## src/rtl/mm_sequencer.sv

```systemverilog
// mm_sequencer: row-by-row sequencer for C = A * B^T around an external dot-product unit.
// Optional build macro MM_SEQ_CYCLE_COUNT_EN adds a saturating 32-bit per-job cycle counter.
module mm_sequencer #(
    parameter int BATCH_SIZE          = 8,
    parameter int LOG_BATCH_SIZE      = 3,
    parameter int OUTPUT_FEATURES     = 8,
    parameter int LOG_OUTPUT_FEATURES = 3,
    parameter int OUTPUT_WIDTH        = 16
) (
    input  logic                                    clk,
    input  logic                                    rst,
    input  logic                                    start,
    output logic                                    busy,
    output logic                                    done,
`ifdef MM_SEQ_CYCLE_COUNT_EN
    output logic [31:0]                             cycleCount,
`endif
    output logic [LOG_BATCH_SIZE-1:0]               inputAddr,
    output logic                                    inputRdEn,
    output logic [LOG_OUTPUT_FEATURES-1:0]          weightAddr,
    output logic                                    weightRdEn,
    output logic                                    dpValid,
    input  logic [OUTPUT_WIDTH-1:0]                 dpResult,
    input  logic                                    dpResultValid,
    output logic [OUTPUT_FEATURES*OUTPUT_WIDTH-1:0] outputData,
    output logic [LOG_BATCH_SIZE-1:0]               outputAddr,
    output logic                                    outputWrEn,
    input  logic                                    outputReady
);

    localparam int RW = LOG_OUTPUT_FEATURES + 1;
    localparam logic [LOG_BATCH_SIZE-1:0]      B_LAST = LOG_BATCH_SIZE'(BATCH_SIZE - 1);
    localparam logic [LOG_OUTPUT_FEATURES-1:0] O_LAST = LOG_OUTPUT_FEATURES'(OUTPUT_FEATURES - 1);
    localparam logic [RW-1:0]                  R_FULL = RW'(OUTPUT_FEATURES);
    localparam logic [RW-1:0]                  R_LAST = RW'(OUTPUT_FEATURES - 1);

    typedef enum logic [2:0] {IDLE, LOAD_A, ISSUE, DRAIN, WRITE, DONE} stateT;

    stateT                          state;
    stateT                          nextState;
    logic [LOG_BATCH_SIZE-1:0]      b;
    logic [LOG_OUTPUT_FEATURES-1:0] o;
    logic [RW-1:0]                  r;
    logic                           laneWrite;

    // Results are only accepted while a row is being gathered, and never beyond the last lane.
    assign laneWrite = dpResultValid && (r != R_FULL) && ((state == ISSUE) || (state == DRAIN));

    always_ff @(posedge clk or posedge rst) begin
        if (rst) begin
            state <= IDLE;
        end else begin
            state <= nextState;
        end
    end

    // NOTE: every signal written here gets a default first, so no path can infer a latch.
    always_comb begin
        nextState  = state;
        busy       = (state != IDLE);
        done       = 1'b0;
        inputRdEn  = 1'b0;
        weightRdEn = 1'b0;
        outputWrEn = 1'b0;
        inputAddr  = b;
        weightAddr = o;
        outputAddr = b;
        unique case (state)
            IDLE:   if (start) nextState = LOAD_A;
            LOAD_A: begin
                inputRdEn = 1'b1;
                nextState = ISSUE;
            end
            ISSUE: begin
                weightRdEn = 1'b1;
                if (o == O_LAST) nextState = DRAIN;
            end
            // Look ahead at the final result so WRITE follows it without a bubble.
            DRAIN:  if ((r == R_FULL) || ((r == R_LAST) && laneWrite)) nextState = WRITE;
            WRITE: begin
                outputWrEn = 1'b1;
                if (outputReady) nextState = (b == B_LAST) ? DONE : LOAD_A;
            end
            DONE: begin
                done      = 1'b1;
                nextState = IDLE;
            end
            default: nextState = IDLE;
        endcase
    end

    // NOTE: sequential state uses non-blocking assignments so every register samples pre-edge values.
    always_ff @(posedge clk or posedge rst) begin
        if (rst) begin
            b       <= '0;
            o       <= '0;
            r       <= '0;
            dpValid <= 1'b0;
        end else begin
            dpValid <= weightRdEn;
            unique case (state)
                IDLE:   if (start) b <= '0;
                LOAD_A: begin
                    o <= '0;
                    r <= '0;
                end
                ISSUE:  o <= o + 1'b1;
                WRITE:  if (outputReady && (b != B_LAST)) b <= b + 1'b1;
                default: ;
            endcase
            if (laneWrite) r <= r + 1'b1;
        end
    end

    // NOTE: the row buffer is reset as well, because it drives a port that must read 0 under reset.
    always_ff @(posedge clk or posedge rst) begin
        if (rst) begin
            outputData <= '0;
        end else if (laneWrite) begin
            for (int k = 0; k < OUTPUT_FEATURES; k++) begin
                if (r == RW'(k)) outputData[k*OUTPUT_WIDTH +: OUTPUT_WIDTH] <= dpResult;
            end
        end
    end

`ifdef MM_SEQ_CYCLE_COUNT_EN
    // The LOAD_A cycle entered on start is already a busy cycle, so the count restarts at 1.
    always_ff @(posedge clk or posedge rst) begin
        if (rst) begin
            cycleCount <= '0;
        end else if ((state == IDLE) && start) begin
            cycleCount <= 32'd1;
        end else if ((state != IDLE) && (state != DONE) && (cycleCount != '1)) begin
            cycleCount <= cycleCount + 32'd1;
        end
    end
`endif

endmodule

```

## config.mk

```make
export PLATFORM = sky130hd
export DESIGN_NAME = mm_sequencer
export DESIGN_NICKNAME = d
export VERILOG_FILES = /design/src/rtl/mm_sequencer.sv
export SDC_FILE = /design/constraint.sdc
export NUM_CORES = 1
export LEC_CHECK = 0
export CORE_ASPECT_RATIO = 1.4
export CORE_MARGIN = 5
export CORE_UTILIZATION = 53
export CTS_BUF_LIST = sky130_fd_sc_hd__clkbuf_8
export DETAILED_ROUTE_END_ITERATION = 8
export PLACE_DENSITY = 0.88
export SLEW_MARGIN = 20
export SYNTH_ARGS = -nofsm -noshare
export SYNTH_HDL_FRONTEND = slang
export SYNTH_SLANG_ARGS = --single-unit
```

## constraint.sdc

```tcl
create_clock -name clk -period 11.9 [get_ports clk]
set_input_delay 1.785 -clock clk [delete_from_list [all_inputs] [get_ports clk]]
set_output_delay 1.785 -clock clk [all_outputs]
set_load 0.03 [all_outputs]
```

-- Yosys cells after proc, flatten, opt, wreduce, memory -nomap -nowiden
Index checks and enable logic that the tools add are counted.
- reductions and logical operators: 22
- $add $sub $neg: 3
- mux-type cells: 16
- equality and inequality tests: 22
- operators with widths (cell ; count):
    $mux 3 ; 7
    $eq 4x3->1 const B ; 4
    $reduce_and 2->1 ; 8
    $pmux 3 s5 ; 1
    $eq 3x3->1 const B ; 4
    $pmux 3 s2 ; 2
    $eq 4x2->1 const B ; 2
    $mux 4 ; 2
    $add 3x1->3 const B ; 2
    $eq 3x2->1 const B ; 2
    $ne 2x2->1 const B ; 3
    $reduce_bool 2->1 ; 3
    $add 4x1->4 const B ; 1
    $eq 4x1->1 const B ; 1
    $eq 4x4->1 const B ; 1
    $logic_and 1x1->1 ; 4
    $logic_not 4->1 ; 1
    $mux 1 ; 4
    $ne 2x1->1 const B ; 2
    $ne 4x4->1 const B ; 1
    $reduce_and 4->1 ; 1
    $eq 3x1->1 const B ; 1
    $logic_not 3->1 ; 1
    $ne 3x3->1 const B ; 1
    other kinds (3) ; 4
- output and inout port bits: 143
- word-level logic and storage cells: 76
- flip-flop bits (word level): 142
- bits of input ports: 21

-- Longest topological paths before layout
Gate-level depths: netlist of the first run.
- word-level depth: 7
- depth in mapped cells: 6
- mapped depth without buffers: 5

-- Least setup slack after synthesis of the first run
OpenSTA, ideal clock, no wires.
- kind: register to output
- from: register state[2]
- to: output done
- setup slack: 8.523 ns
- required time: 10.115 ns
- stages on the path, launching flop included: 5
- arrival: 1.592 ns
- cell sequence: dfrtp_1 > buf_6 > clkbuf_1 > inv_1 > nor3b_1
- cells in the longest elaborated chain, start to end: 2
- ends and longest elaborated chain (item ; line ; source):
    start, declared ; 39 ; stateT state;
    start signal, assigned ; 53 ; state <= nextState;
    $eq 3x3->1 ; 68 ; unique case (state)
    $mux 1 ; 68 ;
    end, declared ; 14 ; output logic done,
No other way between the ends.

-- Worst setup path in the final report of the first run
- from: register state[2]
- to: output weightRdEn
- cells in the longest elaborated chain, start to end: 2
- ends and longest elaborated chain (item ; line ; source):
    $eq 3x2->1 ; 68 ;
    $mux 1 ; 68 ;
    end, declared ; 21 ; output logic weightRdEn,
No other way between the ends.

==> impl_metrics.toml, run 1 <==
[status]
run_status = "finished, final reports clean"

[placement]
place_hpwl_um = 9562
dp_slack_ps = 7970
finalWeightedCongestion = 0.8421
port_buffers = 163

[synthesis]
synth_top_area_cell = "dfrtp_1"
avgSynthCellArea_um2 = 15.57
async_flop_share = 1.000
synth-seq-cells = 142
synth.distinct_cells = 34
synth-seq-area-share = 0.6269
ys_top_cells_by_area = "dfrtp_1 63%, mux2_2 26%, ha_1 1.8%"
synth_area_um2 = 5668
ys_warn_count = 0
yosysTopAreaCellShare = 0.6269
synthesis.nets = 393
syn_inst = 364
synth_common_cells = "142 x dfrtp_1, 129 x mux2_2, 10 x nand2_1"
synth_edf_count = 0
synthMostInstantiatedCell = "dfrtp_1"
ys.flop_type = "dfrtp_1"

[route]
drtAntennaViolNets = 0
wl_um = 13680
drc = 0
drt_iter0_markers = 139
drtPass1Iterations = 4
viasPerCell = 5.373
wl_per_cell_um = 20.09
vias = 3659

[cells_and_area]
drive_gt1_frac = 0.3168
syn_to_final_growth_pct = 36.82
nNetsFinal = 559
diodes = 0
fillCellCount = 642

[critical_path]
endpoint_kind = "primary output"
worst-path-buf-inv = 1
worstPathCellList = "nor3b_1, clkdlybuf4s50_1"
path_max_fanout = 18
critPathArrivalTime_ps = 2480
start_kind = "flop"
worstSetupPathType = "flop to primary output"
cp_data_required_time_ps = 10120
cp_slowest_cell = "clkdlybuf4s50_1"
crit_path_max_incr_delay_ps = 800
critPathTopFamily = "buffers and inverters"

[power_and_ir_drop]
ir_drop_mv = 0.1942
p_leak_nw = 3.403
power_density_nw_per_um2 = 332.1

[sta]
timing.final.ws_setup_ps = 7634
layout_min_cycle_time_ps = 4266
hold_ws_ps = 505.5
max-slew-margin-rel = 0.3196
worstMarginPinSlew_ps = 1018
fin_skew_ps = 8.996
hold_viol = 0
finalMaxSlewViolations = 0
setup_violations = 0
rsz0062_at_grt = "false"
fmax_mhz = 234.4
period_share = 0.3585
setup_tns_ps = 0

[floorplanning]
die_area_um2 = 12890
io-pin-count = 164
initial_core_util = 0.5447
fp.dieH_um = 132.4
core_um2 = 10410
chipWidth_um = 97.40
rows = 44

[global_route]
grt_usage = 0.2179
grt_antenna_before_repair = 0
grt_start_max_net_pins = 73
gr-total-overflow = 0
grt_pass1_vias = 3887
grt_pass1_wl_um = 21760

[clock_network]
h-tree-depth = 4
cts.reportedPaths.clkPinSlew_ps = 70
clk_latency_ps = 440
clk_path_buf_depth = 2
cts_hold_buf = 0
root_buffer = "clkbuf_8"
tritoncts = "done"
numCtsBuffers = 17
cts_resized = 0
postCtsSetupBuffers = 0
clock_sinks = 142

[hold_path]
worstHoldPathType = "flop to flop"

[flow_run]
maxCapViolCount = 0
-- layout make-up --
class	instances	area, µm²	share of cell area
Timing Repair Buffer	164	1639	0.2114
Tap cell	138	172.7	0.02227
Multi-Input combinational cell	200	1984	0.2559
Clock inverter	15	147.6	0.01904
Clock buffer	17	234.0	0.03017
Sequential cell	142	3553	0.4582
Inverter	5	23.77	0.003066
-- stage by stage --
step	area, µm²	total power [mW]	util	cells
2_1_floorplan	5668	1.639	-	364
3_3_place_gp	7373	2.187	0.7086	649
3_5_place_dp	7373	2.224	0.7086	649
4_1_cts	7755	2.596	0.7453	681
5_1_grt	7755	2.696	0.7453	681
6_report	7755	2.576	0.7453	681
-- metal layers --
metal / global-route usage / share of wire / vias up
li1: - / - / 1648
met5: 0 / 0 / -
met2: 0.3795 / 0.53 / 134
met1: 0.2475 / 0.39 / 1863
met3: 0.08100 / 0.067 / 14
met4: 0.07005 / 0.015 / 0
-- flip-flops by register name, indices dropped and copies added (netlist names) --
register    cells
inputAddr       3
weightAddr      3
outputData    128
dpValid         1
state           3
r               4
-- layout by cell type (no fill, tap or decap), types with 3 or more instances in the layout --
cell / synthesis / layout
nand3_1: 4 / 4
inv_1: 5 / 6
nor2_1: 5 / 5
inv_6: 0 / 3
clkinv_2: 0 / 4
mux2i_1: 4 / 4
clkdlybuf4s50_1: 0 / 163
mux2_2: 129 / 129
clkbuf_8: 0 / 17
nand3_2: 6 / 6
nand4_1: 3 / 3
o21ai_0: 4 / 4
ha_1: 8 / 8
nor2b_1: 3 / 3
dfrtp_1: 142 / 142
clkinv_4: 0 / 4
nand2_1: 10 / 10
-- path summary, 6_finish.rpt --
path	end	cells after the start	start	slack (ps)
setup reg to reg	outputData[9]$_DFFE_PP0P_	3	state[1]$_DFFE_PP0P_	9570
max in group asynchronous	outputData[40]$_DFFE_PP0P_	3	rst	8770
min in group asynchronous	outputData[70]$_DFFE_PP0P_	2	rst	1810
setup / recovery	weightRdEn	2	state[2]$_DFFE_PP0P_	7630
hold reg to reg	outputData[37]$_DFFE_PP0P_	1	outputData[37]$_DFFE_PP0P_	510
hold / removal	outputData[37]$_DFFE_PP0P_	1	outputData[37]$_DFFE_PP0P_	510
-- where the power goes --
| group | internal, mW | leakage [nW] | switching, mW |
|---|---|---|---|
| Combinational | 0.607 | 1.45 | 0.739 |
| Sequential | 0.717 | 1.75 | 0.146 |
| Clock | 0.185 | 0.202 | 0.182 |
-- worst register-to-register path, delay by kind of cell, from the launching register on --
kind	cells	cell delay, ps
flip-flops	1	490
AND/OR/NAND/NOR	2	1190
multiplexers	1	540
-- cell families (layout without fill, tap and decap cells) --
kind of cell	count (synthesis)	in the layout	synth area share
AO/OA/AOI/OAI	14	14	0.01766
multiplexers	133	133	0.2634
flip-flops	142	142	0.6269
AND/OR/NAND/NOR	45	45	0.05144
buffers and inverters	22	201	0.02296
adder cells (fa/ha/maj)	8	8	0.01766
Power figures use the tool's default switching activity.
==> inputs of run 2 (changes only) <==
CORE_UTILIZATION = 49   (was 53)
PLACE_DENSITY = 0.82   (was 0.88)
clock period = 4.4 ns   (was 11.9 ns; I/O delays follow)
==> impl_metrics.toml, run 2 (synthesized netlist as in run 1, its figures left out) <==
[sta]
worstMarginPinSlew_ps = 962.4
layout_min_cycle_time_ps = 3171
fmax_mhz = 315.3
setup_violations = 0
setup_tns_ps = 0
finalMaxSlewViolations = 0
hold_viol = 0
rsz0062_at_grt = "false"
hold_ws_ps = 508.6
period_share = 0.7208
fin_skew_ps = 12.43
timing.final.ws_setup_ps = 1229
max-slew-margin-rel = 0.3569

[floorplanning]
fp.dieH_um = 137.3
chipWidth_um = 100.9
core_um2 = 11340
io-pin-count = 164
rows = 46
die_area_um2 = 13850
initial_core_util = 0.4999

[route]
drtAntennaViolNets = 0
drtPass1Iterations = 4
drc = 0
wl_per_cell_um = 20.70
vias = 3654
viasPerCell = 5.319
wl_um = 14220
drt_iter0_markers = 95

[cells_and_area]
nNetsFinal = 559
final_util = 0.6853
top_register = "outputData"
diodes = 0
reg_top3 = "outputData: 128 flops, r: 4 flops"
seqCellArea_um2 = 3553
final_common_cell = "clkdlybuf4s50_1"
syn_to_final_growth_pct = 37.09
fillCellCount = 788
largest_reg_flops = 128
stdcell_count = 687
final_cell_mix = "163 x clkdlybuf4s50_1, 142 x dfrtp_1, 129 x mux2_2, 19 x clkbuf_8, 10 x nand2_1"
drive_gt1_frac = 0.3204
multi_input_area_um2 = 1984

[critical_path]
worstSetupPathType = "flop to primary output"
critPathTopFamily = "buffers and inverters"
rr_worst_depth = 3
worstPathCellList = "nor3b_1, clkdlybuf4s50_1"
critPathArrivalTime_ps = 2510
path_max_fanout = 18
crit_path_max_incr_delay_ps = 800
cp_slowest_cell = "clkdlybuf4s50_1"
worst-path-buf-inv = 1
path_depth = 2
r2r_slack_ps = 2110
timing.rr.start = "state[1]$_DFFE_PP0P_"
endpoint_kind = "primary output"
cp_data_required_time_ps = 3740
r2r-end = "outputData[11]$_DFFE_PP0P_"
start_kind = "flop"

[flow_run]
maxCapViolCount = 0

[hold_path]
whs_path_depth = 1
worstHoldEndpoint = "outputData[4]$_DFFE_PP0P_"
hold_start = "outputData[4]$_DFFE_PP0P_"
worstHoldPathType = "flop to flop"

[power_and_ir_drop]
seqPwrFrac = 0.336
ir_drop_mv = 0.5906
pwr-share-clk = 0.140
p_comb_frac = 0.524
p_leak_nw = 3.377
power_density_nw_per_um2 = 896.6
switching_share = 0.4175
p_int_mw = 4.058
p_sw_mw = 2.908

[global_route]
grt_start_max_net_pins = 143
grt_pass1_vias = 4109
grt_usage = 0.2193
grt_antenna_before_repair = 0
gr-total-overflow = 0
grt_pass1_wl_um = 22860

[placement]
port_buffers = 163
dp.cells = 655
dp_slack_ps = 1541
place_hpwl_um = 9579
finalWeightedCongestion = 0.8484

[clock_network]
numCtsBuffers = 17
tritoncts = "done"
clk_path_buf_depth = 2
cts_resized = 0
cts.reportedPaths.clkPinSlew_ps = 80
h-tree-depth = 4
cts_hold_buf = 0
root_buffer = "clkbuf_8"
clk_latency_ps = 430
clock_sinks = 142
postCtsSetupBuffers = 0

[status]
run_status = "finished, final reports clean"
-- run 2: changes by cell type in the layout (fill, tap and decap cells not counted), sizes merged --
cell	change
clkinvlp	+6
clkbuf	+2
bufinv	-1
inv	-4
clkinv	-3
-- run 2: power groups by stage --
| stage | Sequential, mW | Clock (mW) | Combinational [mW] |
|---|---|---|---|
| 5_1_grt | 2.42 | 1.06 | 3.84 |
| 4_1_cts | 2.34 | 0.996 | 3.69 |
| 6_report | 2.34 | 0.974 | 3.65 |
| 2_1_floorplan | 3.48 | 0 | 0.953 |
| 3_3_place_gp | 2.32 | 0 | 3.62 |
| 3_5_place_dp | 2.35 | 0 | 3.67 |
-- run 2: layer usage --
metal,track usage,part of all wire,vias up
met3,0.09372,0.091,21
met1,0.2661,0.39,1853
li1,-,-,1631
met2,0.3491,0.50,149
met5,0,0,-
met4,0.08130,0.023,0
-- run 2: stage by stage --
step	instance area (µm²)	total power, mW
after floorplan	5672	4.434
after global placement	7392	5.939
after detailed placement	7392	6.022
after CTS	7770	7.031
after global routing	7770	7.325
final	7770	6.966
-- run 2: how the worst max path moves through the flow --
stage | slack [ps] | endpoint | from
2_1_floorplan | 1960 | dpValid$_DFF_PP0_ | rst
3_3_place_gp | 1620 | outputData[50]$_DFFE_PP0P_ | dpResultValid
3_5_place_dp | 1540 | outputData[52]$_DFFE_PP0P_ | dpResultValid
4_1_cts | 1170 | weightRdEn | state[2]$_DFFE_PP0P_
5_1_grt | 1040 | weightRdEn | state[2]$_DFFE_PP0P_
6_report | 1230 | weightRdEn | state[2]$_DFFE_PP0P_
-- run 2: layout make-up --
cell class,count,share of cell area
Clock buffer,19,0.03366
Multi-Input combinational cell,200,0.2554
Clock inverter,13,0.01498
Timing Repair Buffer,164,0.2126
Tap cell,144,0.02319
Sequential cell,142,0.4573
Inverter,5,0.002899
==> RTL change, RTL diff (flow settings as in run 1) <==
The 6 states of `stateT` get a one-hot encoding in 6 bits.
--- a/src/rtl/mm_sequencer.sv
+++ b/src/rtl/mm_sequencer.sv
@@ -34,7 +34,7 @@
     localparam logic [RW-1:0]                  R_FULL = RW'(OUTPUT_FEATURES);
     localparam logic [RW-1:0]                  R_LAST = RW'(OUTPUT_FEATURES - 1);
 
-    typedef enum logic [2:0] {IDLE, LOAD_A, ISSUE, DRAIN, WRITE, DONE} stateT;
+    typedef enum logic [5:0] {IDLE = 6'b000001, LOAD_A = 6'b000010, ISSUE = 6'b000100, DRAIN = 6'b001000, WRITE = 6'b010000, DONE = 6'b100000} stateT;
 
     stateT                          state;
     stateT                          nextState;
Function: no difference found for any inputs over 4 cycles, from zero or initial values and one cycle with rst high; so few cycles prove little.
==> RTL change against run 1 <==
Via count is 3.4% higher; critical path depth increased by 2; design area up 0.81%; synthesized cell count is 1.9% higher; sequential cell count up 3; non-clock buffer count unchanged; clock skew rose by 0.0020 ns; wire length up 4.3%; area after synthesis increased by 2.1%; final cell count rose by 1.0%; setup slack got worse by 0.040 ns.
Power is not compared: it rests on default switching activity, and its combinational part moved more than twofold at a synthesized area within 25%.
==> RTL change: results (changes against run 1) <==
GRT
  • Pin count of the biggest net entering global routing: 86 (+18%)
  • GR Layer Usage met2: 0.391 (+0.0114)
  • Vias in the first global route: 4119 (+6.0%)
  • GRT Util Overall: 0.225 (+0.00756)
  • Met3 usage: 0.0781 (-0.00294)
  • GRT met1 Usage: 0.271 (+0.0233)

Logic synthesis
  • Post-synth cell types: 43 (+26%)
  • Adder-cell share of the synthesized area: 0.0173 (-0.000366)
  • Mapped Cells: 371 (+1.9%)
  • Synth Area in Compound Gates: 0.0160 (-0.00166)
  • Post-Syn Area per Cell: 15.6 µm² (+0.19%)
  • Post-Synth XOR/XNOR Area: 0.00303 (+0.00303)

Final layout
  • ClkCell Share: 0.0434 (-0.00584)
  • Signal inverters: 7 (+2)
  • Nets: 564 (+0.89%)
  • Layout cell share with drive strength beyond 1: 0.307 (-0.00963)
  • Top Registers: outputData x128, state x6, r x4
  • Final core occ: 0.727 (-0.0184)
  • Multi-input gate area: 0.00200 mm² (+0.88%)
  • FF+latch count: 145 (+2.1%)
  • Fillers: 700 (+9.0%)

Routing
  • Via density: 5.50 (+2.3%)
  • Post-DR wirelength/cell: 20.7 µm (+3.2%)
  • M1 WL: 5520 µm (+3.8%)
  • Wire length on met2: 7340 µm (+1.3%)
  • Iteration-0 DRC Markers: 86 (-38%)

STA
  • Clock Skew: 0.0110 ns (+0.00196 ns)
  • Peak Freq: 232 MHz (-0.92%)
  • Tightest Pin Transition: 0.888 ns (-0.130 ns)

Place
  • Cells after DPL: 657 (+1.2%)
  • Dpl ws: 7.74 ns (-0.231 ns)

Critical path
  • Reg2Reg Setup Slack: 9.25 ns (-0.32 ns)

Status
  • Outcome: finished clean
[RTL change: changes by cell type in the layout (fill, tap and decap cells not counted), sizes merged, moves of 3 or more]
cell / run 1 / this run
and4: 0 / 3
clkinv: 8 / 5
clkinvlp: 1 / 5
nand3: 10 / 4
nor3: 0 / 3
[RTL change: path summary, 6_finish.rpt]
| check | endpoint | depth (start not counted) | startpoint |
|---|---|---|---|
| setup / recovery | weightRdEn | 4 | state[4]$_DFFE_PP0P_ |
| hold / removal | outputData[97]$_DFFE_PP0P_ | 1 | outputData[97]$_DFFE_PP0P_ |
| setup reg to reg | outputData[118]$_DFFE_PP0P_ | 4 | state[4]$_DFFE_PP0P_ |
| hold reg to reg | outputData[97]$_DFFE_PP0P_ | 1 | outputData[97]$_DFFE_PP0P_ |
| max in group asynchronous | outputData[54]$_DFFE_PP0P_ | 3 | rst |
| min in group asynchronous | outputData[56]$_DFFE_PP0P_ | 2 | rst |
